## config.mk

```make
export PLATFORM = sky130hd
export DESIGN_NAME = display_arbiter_flat
export DESIGN_NICKNAME = d
export VERILOG_FILES = /design/src/rtl/display_arbiter_if.sv /design/src/rtl/display_arbiter.sv /design/src/flat_wrapper.sv
export SDC_FILE = /design/constraint.sdc
export NUM_CORES = 1
export LEC_CHECK = 0
export CAP_MARGIN = 20
export CORE_MARGIN = 2
export CORE_UTILIZATION = 58
export CTS_CLUSTER_DIAMETER = 50
export DETAILED_ROUTE_END_ITERATION = 12
export DONT_BUFFER_PORTS = 1
export PLACE_DENSITY = 0.86
export SLEW_MARGIN = 20
export SYNTH_ARGS = -nofsm -noshare
export SYNTH_HDL_FRONTEND = slang
export SYNTH_SLANG_ARGS = --single-unit
```

## constraint.sdc

```tcl
create_clock -name clk -period 1.8 [get_ports clk]
set_input_delay 0.18 -clock clk [delete_from_list [all_inputs] [get_ports clk]]
set_output_delay 0.18 -clock clk [all_outputs]
set_load 0.01 [all_outputs]
```

## src/rtl/display_arbiter_if.sv

```systemverilog
// Bundle between the three display requesters and the arbiter, plus the
// registered digit/dp/grant outputs that feed the sevensegment controller.
interface display_arbiter_if;
    logic [2:0]  req;
    logic [59:0] req_digits;
    logic [11:0] req_dp;
    logic [4:0]  d0;
    logic [4:0]  d1;
    logic [4:0]  d2;
    logic [4:0]  d3;
    logic [3:0]  dp;
    logic [2:0]  grant;
    logic        busy;

    modport master (
        output req, req_digits, req_dp,
        input  d0, d1, d2, d3, dp, grant, busy
    );

    modport slave (
        input  req, req_digits, req_dp,
        output d0, d1, d2, d3, dp, grant, busy
    );
endinterface

```

## src/rtl/display_arbiter.sv

```systemverilog
// Round-robin owner of the shared 4-digit display with a minimum hold time
// per grant; blanks the display when nobody is requesting.
module display_arbiter #(
    parameter bit simulate = 1'b0
) (
    input logic             clk,
    input logic             reset,
    display_arbiter_if.slave bus
);
    typedef enum logic {IDLE, HOLD} state_t;

    localparam logic [25:0] HOLD_CNT = simulate ? 26'd5 : 26'd50_000_000;
    localparam logic [4:0]  BLANK    = 5'd23;

    state_t      state;
    logic [1:0]  last;
    logic [25:0] cnt;
    logic [2:0]  grant;
    logic [19:0] disp;
    logic [3:0]  disp_dp;

    logic [2:0]  others;
    logic [1:0]  win;
    logic [19:0] win_digits;
    logic [3:0]  win_dp;
    logic [19:0] own_digits;
    logic [3:0]  own_dp;

    function automatic logic [1:0] inc3(input logic [1:0] x);
        inc3 = (x == 2'd2) ? 2'd0 : x + 2'd1;
    endfunction

    // Later assignments override earlier ones, so the candidate right after
    // 'from' ends up with the highest priority.
    function automatic logic [1:0] rr_pick(input logic [2:0] mask, input logic [1:0] from);
        logic [1:0] c1, c2, c3;
        c1 = inc3(from);
        c2 = inc3(c1);
        c3 = inc3(c2);
        rr_pick = c3;
        if (mask[c2]) rr_pick = c2;
        if (mask[c1]) rr_pick = c1;
    endfunction

    function automatic logic [19:0] digit_slice(input logic [59:0] all, input logic [1:0] i);
        case (i)
            2'd0:    digit_slice = all[19:0];
            2'd1:    digit_slice = all[39:20];
            default: digit_slice = all[59:40];
        endcase
    endfunction

    function automatic logic [3:0] dp_slice(input logic [11:0] all, input logic [1:0] i);
        case (i)
            2'd0:    dp_slice = all[3:0];
            2'd1:    dp_slice = all[7:4];
            default: dp_slice = all[11:8];
        endcase
    endfunction

    // In IDLE grant is zero, so 'others' is simply the full request vector.
    always_comb begin
        others     = bus.req & ~grant;
        win        = rr_pick(others, last);
        win_digits = digit_slice(bus.req_digits, win);
        win_dp     = dp_slice(bus.req_dp, win);
        own_digits = digit_slice(bus.req_digits, last);
        own_dp     = dp_slice(bus.req_dp, last);
    end

    always_ff @(posedge clk) begin
        if (reset) begin
            state   <= IDLE;
            last    <= 2'd2;
            cnt     <= '0;
            grant   <= '0;
            disp    <= {BLANK, BLANK, BLANK, BLANK};
            disp_dp <= '0;
        end else begin
            case (state)
                IDLE: begin
                    if (|bus.req) begin
                        state   <= HOLD;
                        grant   <= 3'b001 << win;
                        last    <= win;
                        cnt     <= '0;
                        disp    <= win_digits;
                        disp_dp <= win_dp;
                    end
                end
                HOLD: begin
                    if (cnt != HOLD_CNT) begin
                        cnt <= cnt + 26'd1;
                        if (bus.req[last]) begin
                            disp    <= own_digits;
                            disp_dp <= own_dp;
                        end
                    end else if (|others) begin
                        grant   <= 3'b001 << win;
                        last    <= win;
                        cnt     <= '0;
                        disp    <= win_digits;
                        disp_dp <= win_dp;
                    end else if (bus.req[last]) begin
                        disp    <= own_digits;
                        disp_dp <= own_dp;
                    end else begin
                        state   <= IDLE;
                        grant   <= '0;
                        disp    <= {BLANK, BLANK, BLANK, BLANK};
                        disp_dp <= '0;
                    end
                end
                default: state <= IDLE;
            endcase
        end
    end

    assign bus.grant = grant;
    assign bus.busy  = |grant;
    assign bus.d0    = disp[4:0];
    assign bus.d1    = disp[9:5];
    assign bus.d2    = disp[14:10];
    assign bus.d3    = disp[19:15];
    assign bus.dp    = disp_dp;
endmodule

```

## src/flat_wrapper.sv

```systemverilog
// flat-port wrapper written by rule: the top's interface ports become plain ports
module display_arbiter_flat 
#(
    parameter bit simulate = 1'b0
)
  (clk, reset, bus_req, bus_req_digits, bus_req_dp, bus_d0, bus_d1, bus_d2, bus_d3, bus_dp, bus_grant, bus_busy);
  display_arbiter_if bus_i ();
  input logic clk;
  input logic reset;
  input wire logic [$bits(bus_i.req)-1:0] bus_req;
  input wire logic [$bits(bus_i.req_digits)-1:0] bus_req_digits;
  input wire logic [$bits(bus_i.req_dp)-1:0] bus_req_dp;
  output wire logic [$bits(bus_i.d0)-1:0] bus_d0;
  output wire logic [$bits(bus_i.d1)-1:0] bus_d1;
  output wire logic [$bits(bus_i.d2)-1:0] bus_d2;
  output wire logic [$bits(bus_i.d3)-1:0] bus_d3;
  output wire logic [$bits(bus_i.dp)-1:0] bus_dp;
  output wire logic [$bits(bus_i.grant)-1:0] bus_grant;
  output wire logic [$bits(bus_i.busy)-1:0] bus_busy;
  assign bus_i.req = bus_req;
  assign bus_i.req_digits = bus_req_digits;
  assign bus_i.req_dp = bus_req_dp;
  assign bus_d0 = bus_i.d0;
  assign bus_d1 = bus_i.d1;
  assign bus_d2 = bus_i.d2;
  assign bus_d3 = bus_i.d3;
  assign bus_dp = bus_i.dp;
  assign bus_grant = bus_i.grant;
  assign bus_busy = bus_i.busy;
  display_arbiter #(.simulate(simulate)) u_core (.clk(clk), .reset(reset), .bus(bus_i));
endmodule
```

==> results.cfg <==
[status]
status = complete, but fails checks
failed_checks = negative hold slack, negative setup slack

[synthesis]
synthFlopType = sky130_fd_sc_hd__dfxtp_1
syn-num-nets = 473
combinational_family_with_the_most_area_after_synthesis = compound AO/OA/AOI/OAI gates
share_of_synthesized_flip_flops_with_an_asynchronous_set_or_reset_pct = 0
synth-compound-area-share_pct = 26.9
synth_warnings = 0
synth-seq-cells = 56
synth_seq_area_share_pct = 32.7
area_of_the_mapped_netlist_mm2 = 0.00343
yosys.area_share.simple_pct = 17.8
synthesis.instances = 394
arithmetic_cell_share_of_the_synthesized_area_counting_full_adders_half_adders_and_majority_gates_pct = 0.729
synth-edff-count = 0
synth.area.mux_share_pct = 12.2
synth_xor_xnor_area_share_pct = 5.36
syn-mean-instance-area_um2 = 8.71
synth.distinct_cells = 56

[hold_path]
hold_path_startpoint = reset
holdPathEnd = u_core.disp[18]$_SDFFE_PP0P_
whs_path_depth = 1
type_of_the_most_critical_hold_path = primary input to register

[route]
totalWireLength_um = 11800
drtIter0Drc = 404
route.detailed.wl_per_inst_um = 22.4
routed-via-count = 3740
drt_pass1_iterations = 6
drtAntennaViolNets = 0
post-route-drc-count = 0
vias_per_cell = 7.08

[floorplanning]
start_util_pct = 59.0
core_mm2 = 0.00582
die_area_mm2 = 0.00655
core.rowCount = 28
floorplan.die.height_um = 80.9
die_width_um = 80.9
boundaryPins = 105

[clock_tree]
tritoncts = done
clock-root-buffer = sky130_fd_sc_hd__clkbuf_8
cts_sinks = 56
cts_max_path_buffers = 2
insertion_delay_ps = 330
h-tree-depth = 2
clk_pin_slew_ps = 110
cts_inserted_buffers = 5

[sta]
timing_max_transition_violations_final = 0
finalCriticalPeriod_ps = 2000
final_hold_viol_count = 20
timing.max_slew.rel_slack_pct = 57.4
fin_worst_hold_slack_ps = -90.2
setup_slack_ps = -201
totalNegativeSetupSlack_ps = -6940
final.period_utilization_pct = 111
maximum_clock_frequency_ghz = 0.500
worst_margin_slew_ps = 633
setup_violation_total_in_the_final_timing_report = 53
timing.clock.skew_ps = 10.5
rsz0062_at_grt = yes

[critical_path]
critical_path_class = register to register
timing.critical_path.slowest_stage_cell = sky130_fd_sc_hd__a222oi_1
cp.arrival_ps = 2220
cp.required_ps = 2020
r2r_path_start = u_core.bus.grant[2]$_SDFFE_PP0P_
element_type_at_the_critical_path_end = register
rr_endpoint = u_core.disp[12]$_SDFFE_PP1P_
critical_path_cell_by_cell = nand2b_1, a21oi_1, o32ai_2, buf_4, a222oi_1, a22o_1, o21ai_0
r2r.worst_path.cells = 7
timing.reg2reg.setup_slack_ps = -200
critPathLaunchType = register
crit_path_max_fanout = 11
worst_path_largest_cell_delay_ps = 370

[final_layout]
final_util_pct = 76.3
mostFrequentLayoutCell = sky130_fd_sc_hd__buf_4
multi_input_area_mm2 = 0.00237
num-nets-final = 531
filler_cell_count = 372
area.growth.synth_to_final_pct = 29.3
final_area_mm2 = 0.00444
num_antenna_cells = 0
final-seq-area_mm2 = 0.00115
share_of_cells_above_drive_strength_1_pct = 35.5
most-common-layout-cells = sky130_fd_sc_hd__buf_4 (69), sky130_fd_sc_hd__nor2_1 (43), sky130_fd_sc_hd__dfxtp_1 (41)

[global_route]
number_of_antenna_violations_at_the_first_check_in_global_routing = 0
grt-ovfl-total = 0
grt_first_pass_wirelength_um = 16200
grt_pass1_vias = 3425
groute.usage.overall_pct = 31.6
grt_max_degree = 35

[place]
gp_routability_congestion = 0.884
placement.cell_area_mm2 = 0.00397
portBuffers = 0
post-dp-hpwl_um = 7220

[power]
power_density_mw_per_mm2 = 745
power.static_leakage_uw = 0.00175
peakVddDrop_uv = 599

[run]
drv.max_cap_violation_count = 0
-- layout make-up --
class                   count  share of cell area (%)
clock buffers               5                    1.55
clock inverters             3                    1.04
inverters                   3                   0.254
multi-input cells         306                    53.5
flip-flops and latches     56                    25.9
well taps                  75                    2.11
repair buffers             80                    15.6
-- layer usage --
layer | GRT usage, % | up-vias | wire length [µm]
li1 | - | 1643 | -
met1 | 36.8 | 1777 | 4270
met2 | 54.5 | 280 | 6020
met3 | 8.89 | 40 | 1180
met4 | 13.2 | 0 | 366
met5 | 0 | - | 0
-- cell families (layout without fill, tap and decap cells) --
kind of cell,Yosys count,in the layout
DFF,56,56
xor gates and xnor gates,21,21
and+or+nand+nor,119,119
AOI/OAI and AO/OA,124,124
buffers and inverters,32,91
adders and majority gates,2,2
muxes,40,40
-- what timing repair did --
item                                   in CTS  in global routing
pin swaps                                   7                 16
setup buffers                               6                  7
endpoints found under the hold margin      29                 25
gates resized for setup                    32                 34
setup endpoints to repair                  55                 56
cloned                                      0                  1
-- critical path: cells and delay by family, from the launching register on --
| family | cells | cell delay, ps |
|---|---|---|
| AO/OA/AOI/OAI | 5 | 1110 |
| buffers and inverters | 1 | 210 |
| flip-flops | 1 | 330 |
| AND/OR/NAND/NOR | 1 | 240 |
-- power breakdown --
group / switching, µW / leakage, µW / total (µW) / internal, µW
Combinational: 497 / 0.00123 / 988 / 492
Sequential: 120 / 0.000467 / 1450 / 1330
Clock: 451 / 0.0000548 / 871 / 420
-- worst max path at each step --
stage / start / to / slack [ps] / cells after the start
2_1_floorplan: u_core.cnt[12]$_SDFFE_PP0P_ / u_core.cnt[22]$_SDFFE_PP0P_ / -60 / 5
4_1_cts: u_core.cnt[6]$_SDFFE_PP0P_ / u_core.cnt[22]$_SDFFE_PP0P_ / -90 / 5
3_3_place_gp: u_core.cnt[5]$_SDFFE_PP0P_ / u_core.disp[13]$_SDFFE_PP0P_ / -110 / 7
5_1_grt: u_core.bus.grant[2]$_SDFFE_PP0P_ / u_core.disp[14]$_SDFFE_PP1P_ / -350 / 7
3_5_place_dp: u_core.cnt[6]$_SDFFE_PP0P_ / u_core.bus.dp[3]$_SDFFE_PP0P_ / -270 / 7
6_report: u_core.bus.grant[2]$_SDFFE_PP0P_ / u_core.disp[12]$_SDFFE_PP1P_ / -200 / 7
-- stage by stage --
stage	setup WS (ps)	hold WS [ps]	power (µW)	instances
final	-201	-90.2	3310	528
after global routing	-354	-105	3440	528
after CTS	-85.1	-96.4	3220	520
after detailed placement	-271	259	2340	506
after global placement	-105	256	2300	506
after floorplan	-60.1	434	2090	394
-- cell usage after synthesis (2+ instances only) --
cell type | count | area (µm²)
sky130_fd_sc_hd__a222oi_1 | 24 | 240
sky130_fd_sc_hd__xor2_1 | 16 | 140
sky130_fd_sc_hd__o21ai_0 | 25 | 125
sky130_fd_sc_hd__a31oi_1 | 2 | 12.5
sky130_fd_sc_hd__clkbuf_1 | 11 | 41.3
sky130_fd_sc_hd__nor3b_1 | 2 | 15.0
sky130_fd_sc_hd__and3_1 | 2 | 12.5
sky130_fd_sc_hd__a2bb2oi_1 | 8 | 70.1
sky130_fd_sc_hd__nand2_1 | 20 | 75.1
sky130_fd_sc_hd__mux2_2 | 15 | 169
sky130_fd_sc_hd__dfxtp_1 | 56 | 1120
sky130_fd_sc_hd__a21oi_1 | 22 | 110
sky130_fd_sc_hd__ha_1 | 2 | 25.0
sky130_fd_sc_hd__or3_1 | 2 | 12.5
sky130_fd_sc_hd__o21a_1 | 2 | 15.0
sky130_fd_sc_hd__nor4b_1 | 3 | 26.3
sky130_fd_sc_hd__buf_2 | 10 | 50.1
sky130_fd_sc_hd__inv_1 | 3 | 11.3
sky130_fd_sc_hd__a32o_1 | 3 | 30.0
sky130_fd_sc_hd__nor2_1 | 46 | 173
sky130_fd_sc_hd__and3_2 | 2 | 15.0
sky130_fd_sc_hd__o21ai_1 | 4 | 20.0
sky130_fd_sc_hd__a211oi_1 | 10 | 75.1
sky130_fd_sc_hd__mux2i_1 | 25 | 250
sky130_fd_sc_hd__nand3_1 | 12 | 60.1
sky130_fd_sc_hd__or4_1 | 2 | 15.0
sky130_fd_sc_hd__nand4_1 | 9 | 56.3
sky130_fd_sc_hd__xnor2_1 | 5 | 43.8
sky130_fd_sc_hd__nand2b_1 | 4 | 25.0
sky130_fd_sc_hd__a22o_1 | 15 | 131
sky130_fd_sc_hd__buf_1 | 5 | 18.8
sky130_fd_sc_hd__nor3_1 | 3 | 15.0
-- sequential cells by signal, indices dropped and copies added (netlist names) --
register          count
u_core.cnt           26
u_core.bus.grant      3
u_core.state          1
u_core.last           2
u_core.bus.dp         4
u_core.disp          20
Note: power is estimated with default switching activity, not from simulation.
